[config.mk]
export PLATFORM = sky130hd
export DESIGN_NAME = clock_divider_prog
export DESIGN_NICKNAME = d
export VERILOG_FILES = /design/src/rtl/fm_clk_pkg.sv /design/src/rtl/clock_divider_chan.sv /design/src/rtl/clock_divider_prog.sv
export SDC_FILE = /design/constraint.sdc
export NUM_CORES = 1
export LEC_CHECK = 0
export BUFFER_PORTS_ARGS = -buffer_cell sky130_fd_sc_hd__buf_2
export CORE_MARGIN = 1.5
export CORE_UTILIZATION = 61
export CTS_BUF_LIST = sky130_fd_sc_hd__clkbuf_16
export CTS_CLUSTER_SIZE = 28
export DETAILED_ROUTE_END_ITERATION = 12
export PLACE_DENSITY_LB_ADDON = 0.25
export REMOVE_ABC_BUFFERS = 1
export SLEW_MARGIN = 20
export SYNTH_ARGS = -nofsm -noshare
export SYNTH_HDL_FRONTEND = slang
export SYNTH_SLANG_ARGS = --single-unit
[constraint.sdc]
create_clock -name clk -period 11.3 [get_ports clk]
set_input_delay 1.13 -clock clk [delete_from_list [all_inputs] [get_ports clk]]
set_output_delay 1.13 -clock clk [all_outputs]
set_load 0.005 [all_outputs]
[src/rtl/fm_clk_pkg.sv]
// Shared constants and types for the programmable clock divider.
// Latency: n/a (declarations only); backpressure: n/a.
package fm_clk_pkg;

    localparam int unsigned MIN_DIV = 2;

    typedef enum logic [1:0] {
        EV_HOLD,
        EV_COUNT,
        EV_WRAP,
        EV_SYNC
    } chan_ev_e;

    function automatic int unsigned sel_width(input int unsigned n);
        return (n > 1) ? $clog2(n) : 1;
    endfunction

endpackage

[src/rtl/clock_divider_chan.sv]
// One divider channel: counter, active/pending divisor, registered clk_o and tick.
// Latency: outputs registered, 1 cycle; backpressure: pending flag blocks new writes until a wrap or sync.
module clock_divider_chan
    import fm_clk_pkg::*;
#(
    parameter int unsigned WIDTH       = 16,
    parameter int unsigned DEFAULT_DIV = 8
) (
    input  logic             clk,
    input  logic             reset,
    input  logic             en,
    input  logic             sync,
    input  logic             wr_vld,
    input  logic [WIDTH-1:0] wr_dat,
    output logic             pending,
    output logic             clk_o,
    output logic             tick
);

    localparam logic [WIDTH-1:0] ONE     = WIDTH'(1);
    localparam logic [WIDTH-1:0] RST_DIV = WIDTH'(DEFAULT_DIV);

    logic [WIDTH-1:0] cnt_q, cnt_d;
    logic [WIDTH-1:0] div_q, div_d;
    logic [WIDTH-1:0] pdiv_q, pdiv_d;
    logic             pend_q, pend_d;
    logic             clk_q, clk_d;
    logic             tick_q, tick_d;
    logic [WIDTH-1:0] half_m1;
    chan_ev_e         ev;

    always_comb begin
        ev = EV_HOLD;
        if (sync) begin
            ev = EV_SYNC;
        end else if (en) begin
            ev = (cnt_q == div_q - ONE) ? EV_WRAP : EV_COUNT;
        end
    end

    assign half_m1 = (div_q >> 1) - ONE;

    // D only changes at counter 0 with clk_o rising, so no phase is ever cut short.
    always_comb begin
        cnt_d  = cnt_q;
        div_d  = div_q;
        pdiv_d = pdiv_q;
        pend_d = pend_q;
        clk_d  = clk_q;
        tick_d = 1'b0;
        case (ev)
            EV_SYNC, EV_WRAP: begin
                cnt_d  = '0;
                clk_d  = 1'b1;
                tick_d = (ev == EV_WRAP);
                if (pend_q) begin
                    div_d  = pdiv_q;
                    pend_d = 1'b0;
                end
            end
            EV_COUNT: begin
                cnt_d = cnt_q + ONE;
                if (cnt_q == half_m1) begin
                    clk_d = 1'b0;
                end
            end
            default: ;
        endcase
        if (wr_vld) begin
            pdiv_d = wr_dat;
            pend_d = 1'b1;
        end
    end

    always_ff @(posedge clk or posedge reset) begin
        if (reset) begin
            cnt_q  <= '0;
            div_q  <= RST_DIV;
            pdiv_q <= RST_DIV;
            pend_q <= 1'b0;
            clk_q  <= 1'b0;
            tick_q <= 1'b0;
        end else begin
            cnt_q  <= cnt_d;
            div_q  <= div_d;
            pdiv_q <= pdiv_d;
            pend_q <= pend_d;
            clk_q  <= clk_d;
            tick_q <= tick_d;
        end
    end

    assign pending = pend_q;
    assign clk_o   = clk_q;
    assign tick    = tick_q;

endmodule

[src/rtl/clock_divider_prog.sv]
// Multi-channel programmable clock divider with per-channel divisor write port.
// Latency: clk_o/tick/div_err registered, 1 cycle; backpressure: div_ready low while the target channel has a pending divisor.
module clock_divider_prog
    import fm_clk_pkg::*;
#(
    parameter int unsigned CHANNELS    = 4,
    parameter int unsigned WIDTH       = 16,
    parameter int unsigned DEFAULT_DIV = 8
) (
    input  logic                             clk,
    input  logic                             reset,
    input  logic [CHANNELS-1:0]              en,
    input  logic                             sync,
    input  logic                             div_valid,
    input  logic [sel_width(CHANNELS)-1:0]   div_ch,
    input  logic [WIDTH-1:0]                 div_value,
    output logic                             div_ready,
    output logic                             div_err,
    output logic [CHANNELS-1:0]              clk_o,
    output logic [CHANNELS-1:0]              tick
);

    localparam int unsigned CH_W  = sel_width(CHANNELS);
    localparam int unsigned SEL_N = 1 << CH_W;

    logic [CHANNELS-1:0] pending;
    logic [CHANNELS-1:0] wr_vld;
    logic [SEL_N-1:0]    busy;
    logic                accept;
    logic                legal;
    logic                err_d, err_q;

    // Selects past the last channel read as permanently busy, so they are never accepted.
    for (genvar k = 0; k < SEL_N; k++) begin : g_busy
        if (k < CHANNELS) begin : g_real
            assign busy[k] = pending[k];
        end else begin : g_oor
            assign busy[k] = 1'b1;
        end
    end

    always_comb begin
        div_ready = !busy[div_ch];
        accept    = div_valid && div_ready;
        legal     = (div_value >= WIDTH'(MIN_DIV));
        err_d     = accept && !legal;
    end

    for (genvar i = 0; i < CHANNELS; i++) begin : g_chan
        assign wr_vld[i] = accept && legal && (div_ch == CH_W'(i));

        clock_divider_chan #(
            .WIDTH       (WIDTH),
            .DEFAULT_DIV (DEFAULT_DIV)
        ) u_chan (
            .clk     (clk),
            .reset   (reset),
            .en      (en[i]),
            .sync    (sync),
            .wr_vld  (wr_vld[i]),
            .wr_dat  (div_value),
            .pending (pending[i]),
            .clk_o   (clk_o[i]),
            .tick    (tick[i])
        );
    end

    always_ff @(posedge clk or posedge reset) begin
        if (reset) begin
            err_q <= 1'b0;
        end else begin
            err_q <= err_d;
        end
    end

    assign div_err = err_q;

endmodule
==> qor_table.md <==
| Item | Reported |
|:---|:---|
| Routability Congestion | 0.930 |
| GRT Util Overall | 0.276 |
| Placeable core region | 21300 um2 |
| Area added between synthesis and finish | 6.25% |
| Total grt overflow | 0 |
| First-pass iteration count of the detailed router | 5 |
| Fmax | 266 MHz |
| Number of global-route vias before repair | 9852 |
| Largest net degree at the start of global routing | 136 |
| Remaining DRCs | 0 |
| Final-layout setup total negative slack | 0 ns |
| Cts bufs inserted | 23 |
| Antenna violations before repair | 2 |
| Total of flip-flops plus latches after synthesis | 205 |
| TritonCTS clock tree | built |
| Source-to-sink clock delay at the later pin of the worst-skew pair | 0.51 ns |
| Setup clock skew after layout | 0.00958 ns |
| Max stage delay on crit path | 0.68 ns |
| Final hold slack | 0.477 ns |
| Highest net fanout along the worst path | 17 |
| Starting density of the core | 0.628 |
| Count of final hold-check violations | 0 |
| CTS sink cnt | 205 |
| Final antenna-violating net count | 0 |
| Starting DRT DRC Count | 722 |
| Post-Syn Area per Cell | 9.60 um2 |
| Root Buffer | sky130_fd_sc_hd__clkbuf_16 |
| CP Capture Type | register |
| Final net count | 1387 |
| Share of cells above drive strength 1 | 0.166 |
| Post-CTS resize count | 0 |
| Status | finished clean |
| Number of flops mapped to enable cells by yosys | 0 |
| Arrival time of the worst setup path | 4.11 ns |
| Total number of placement rows | 53 |
| Maximum level of the CTS H-tree | 1 |
| Predominant post-synthesis flop cell | sky130_fd_sc_hd__dfrtp_1 |
| Total I/O pin count | 36 |
| Worst setup SP type | register |
| Number of instances in the synthesized netlist | 1393 |
| Proportion of synthesized flip-flops having asynchronous set or reset | 1.00 |
| Floorplan die area | 22800 um2 |
| Buffers added on ports | 35 |
| Vias per cell | 6.26 |
| Post-route clock period utilization | 0.333 |
| Count of cell types in the netlist | 85 |
| Setup CP Type | reg -> reg |
| Data required time at the worst endpoint | 11.65 ns |
| Design Power | 2.80 mW |
| Maximum ir drop on the vdd rail | 0.116 mV |
| Setup Buffers After CTS | 0 |
| Worst-Margin Slew | 0.950 ns |
| RSZ-0062 raised after global routing | false |
| Filler-free cell count of the finished design | 1642 |
| Max-Slew Margin vs Limit | 0.367 |
| Post-cts hold buffer count | 0 |
| Filler instances | 1680 |
| Max Transition Viols Final | 0 |
| Horizontal die dimension | 151 um |
| Routed wire length | 30400 um |
| Post-synthesis cell area | 13400 um2 |
| Area fraction of the dominant cell type after synthesis | 0.369 |
| Most common library cell in the layout ignoring fill and taps | sky130_fd_sc_hd__dfrtp_1 |
| CTS max path bufs | 3 |
| Slowest cell on crit path | sky130_fd_sc_hd__or4b_2 |
| Critical path cell sequence | inv_1, ha_1, or4b_2, o41ai_1, o32ai_1, o21ai_0, and3_1, a31o_2, o21ai_0 |
| Total of endpoints with negative setup slack in the final report | 0 |
| Library cell with the largest summed area after synthesis | sky130_fd_sc_hd__dfrtp_1 |
| Post-detail-place hpwl | 21200 um |
| Min-Delay Path Class | reg -> reg |
| Shortest clock period the worst path allows after layout | 3.76 ns |
| Count of max-cap constraint violations | 0 |
| DR vias | 10300 |
| CP most frequent cell | sky130_fd_sc_hd__o21ai_0 |
| Vertical extent of the die | 151 um |
| Seq/Total Area, Yosys | 0.384 |
| Final routed wire length divided by cell count | 18.5 um |
| CTS clock-pin slew for the worst setup and hold paths | 0.06 ns |
| Synth top area cells | sky130_fd_sc_hd__dfrtp_1 (37%), sky130_fd_sc_hd__xnor2_1 (7.9%), sky130_fd_sc_hd__mux2_2 (7.2%) |
| First-pass GRT wire length | 50400 um |
| Synthesis warning total | 0 |
| LEAKAGE | 5.91 nW |
| Total power divided by cell area | 197 nW/um2 |
| Placed Instances | 1599 |
| Commonest cells after routing, fill and taps aside | sky130_fd_sc_hd__dfrtp_1 (197), sky130_fd_sc_hd__xnor2_1 (121), sky130_fd_sc_hd__nor2_1 (116) |
[sequential cells by signal, indices dropped and copies added (netlist names)]
| name | flops |
|---|---|
| g_chan.u_chan.pdiv_q | 64 |
| g_chan.u_chan.cnt_q | 64 |
| g_chan.u_chan.tick | 4 |
| g_chan.u_chan.clk_o | 4 |
| g_chan.u_chan.pending | 4 |
| g_chan.u_chan.div_q | 64 |
| div_err | 1 |
[power breakdown]
group | switching, mW | total, mW | internal (mW)
combinational | 0.433 | 0.886 | 0.453
sequential | 0.272 | 1.16 | 0.892
clock | 0.309 | 0.750 | 0.441
[per-layer routing]
| metal | track usage | part of all wire | up-vias |
|---|---|---|---|
| met4 | 0.0777 | 0.025 | 0 |
| met5 | 0 | 0 | - |
| li1 | - | - | 4896 |
| met3 | 0.0313 | 0.047 | 54 |
| met1 | 0.387 | 0.46 | 5075 |
| met2 | 0.453 | 0.47 | 250 |
[through the flow]
step / util / setup WS (ns) / area [um2]
after global placement: 0.631 / 7.68 / 13400
after CTS: 0.667 / 7.57 / 14200
final: 0.667 / 7.54 / 14200
after detailed placement: 0.631 / 7.56 / 13400
after floorplan: - / 4.59 / 12900
after global routing: 0.667 / 7.20 / 14200
[critical path: cells and delay by family, from the launching register on]
| kind | cells | cell delay [ns] |
|---|---|---|
| AND/OR/NAND/NOR | 2 | 1.28 |
| buffers and inverters | 1 | 0.18 |
| flip-flops | 1 | 0.46 |
| AO/OA/AOI/OAI | 5 | 1.27 |
| adder cells (fa/ha/maj) | 1 | 0.42 |
[synth_stat cells (all sizes together), types with 28 or more instances]
master	instances
dfrtp	197
xnor2	121
mux2	116
nor2	116
xor2	84
clkbuf	77
nand2	75
nand3	69
nand4	46
inv	45
and3	39
buf	34
nor3	34
o21ai	28
[kinds of logic after synthesis]
group / share of synthesized area
AOI/OAI and AO/OA: 0.102
xor gates and xnor gates: 0.134
adders and majority gates: 0.0112
buffers and inverters: 0.0513
DFF: 0.384
muxes: 0.108
and+or+nand+nor: 0.209
[cell type report]
cell class	instances	area [um2]	area share
Sequential cell	205	5140	0.362
Timing Repair Buffer	42	228	0.0160
Tap cell	275	344	0.0242
Multi-Input combinational cell	1031	7560	0.532
Antenna cell	2	5.00	0.000352
Inverter	46	180	0.0127
Clock buffer	23	576	0.0405
Clock inverter	18	176	0.0124
[path summary, 6_finish.rpt]
kind | cells past startpoint | start | to | slack (ns)
setup / recovery | 9 | g_chan[3].u_chan.div_q[2] | g_chan[3].u_chan.pending | 7.54
hold / removal | 1 | g_chan[2].u_chan.clk_o | g_chan[2].u_chan.clk_o | 0.48
setup reg to reg | 9 | g_chan[3].u_chan.div_q[2] | g_chan[3].u_chan.pending | 7.54
hold reg to reg | 1 | g_chan[2].u_chan.clk_o | g_chan[2].u_chan.clk_o | 0.48
max in group asynchronous | 3 | reset | g_chan[0].u_chan.pdiv_q[2] | 9.04
min in group asynchronous | 2 | reset | g_chan[2].u_chan.cnt_q[11] | 0.83
Note: power is estimated with default switching activity, not from simulation.
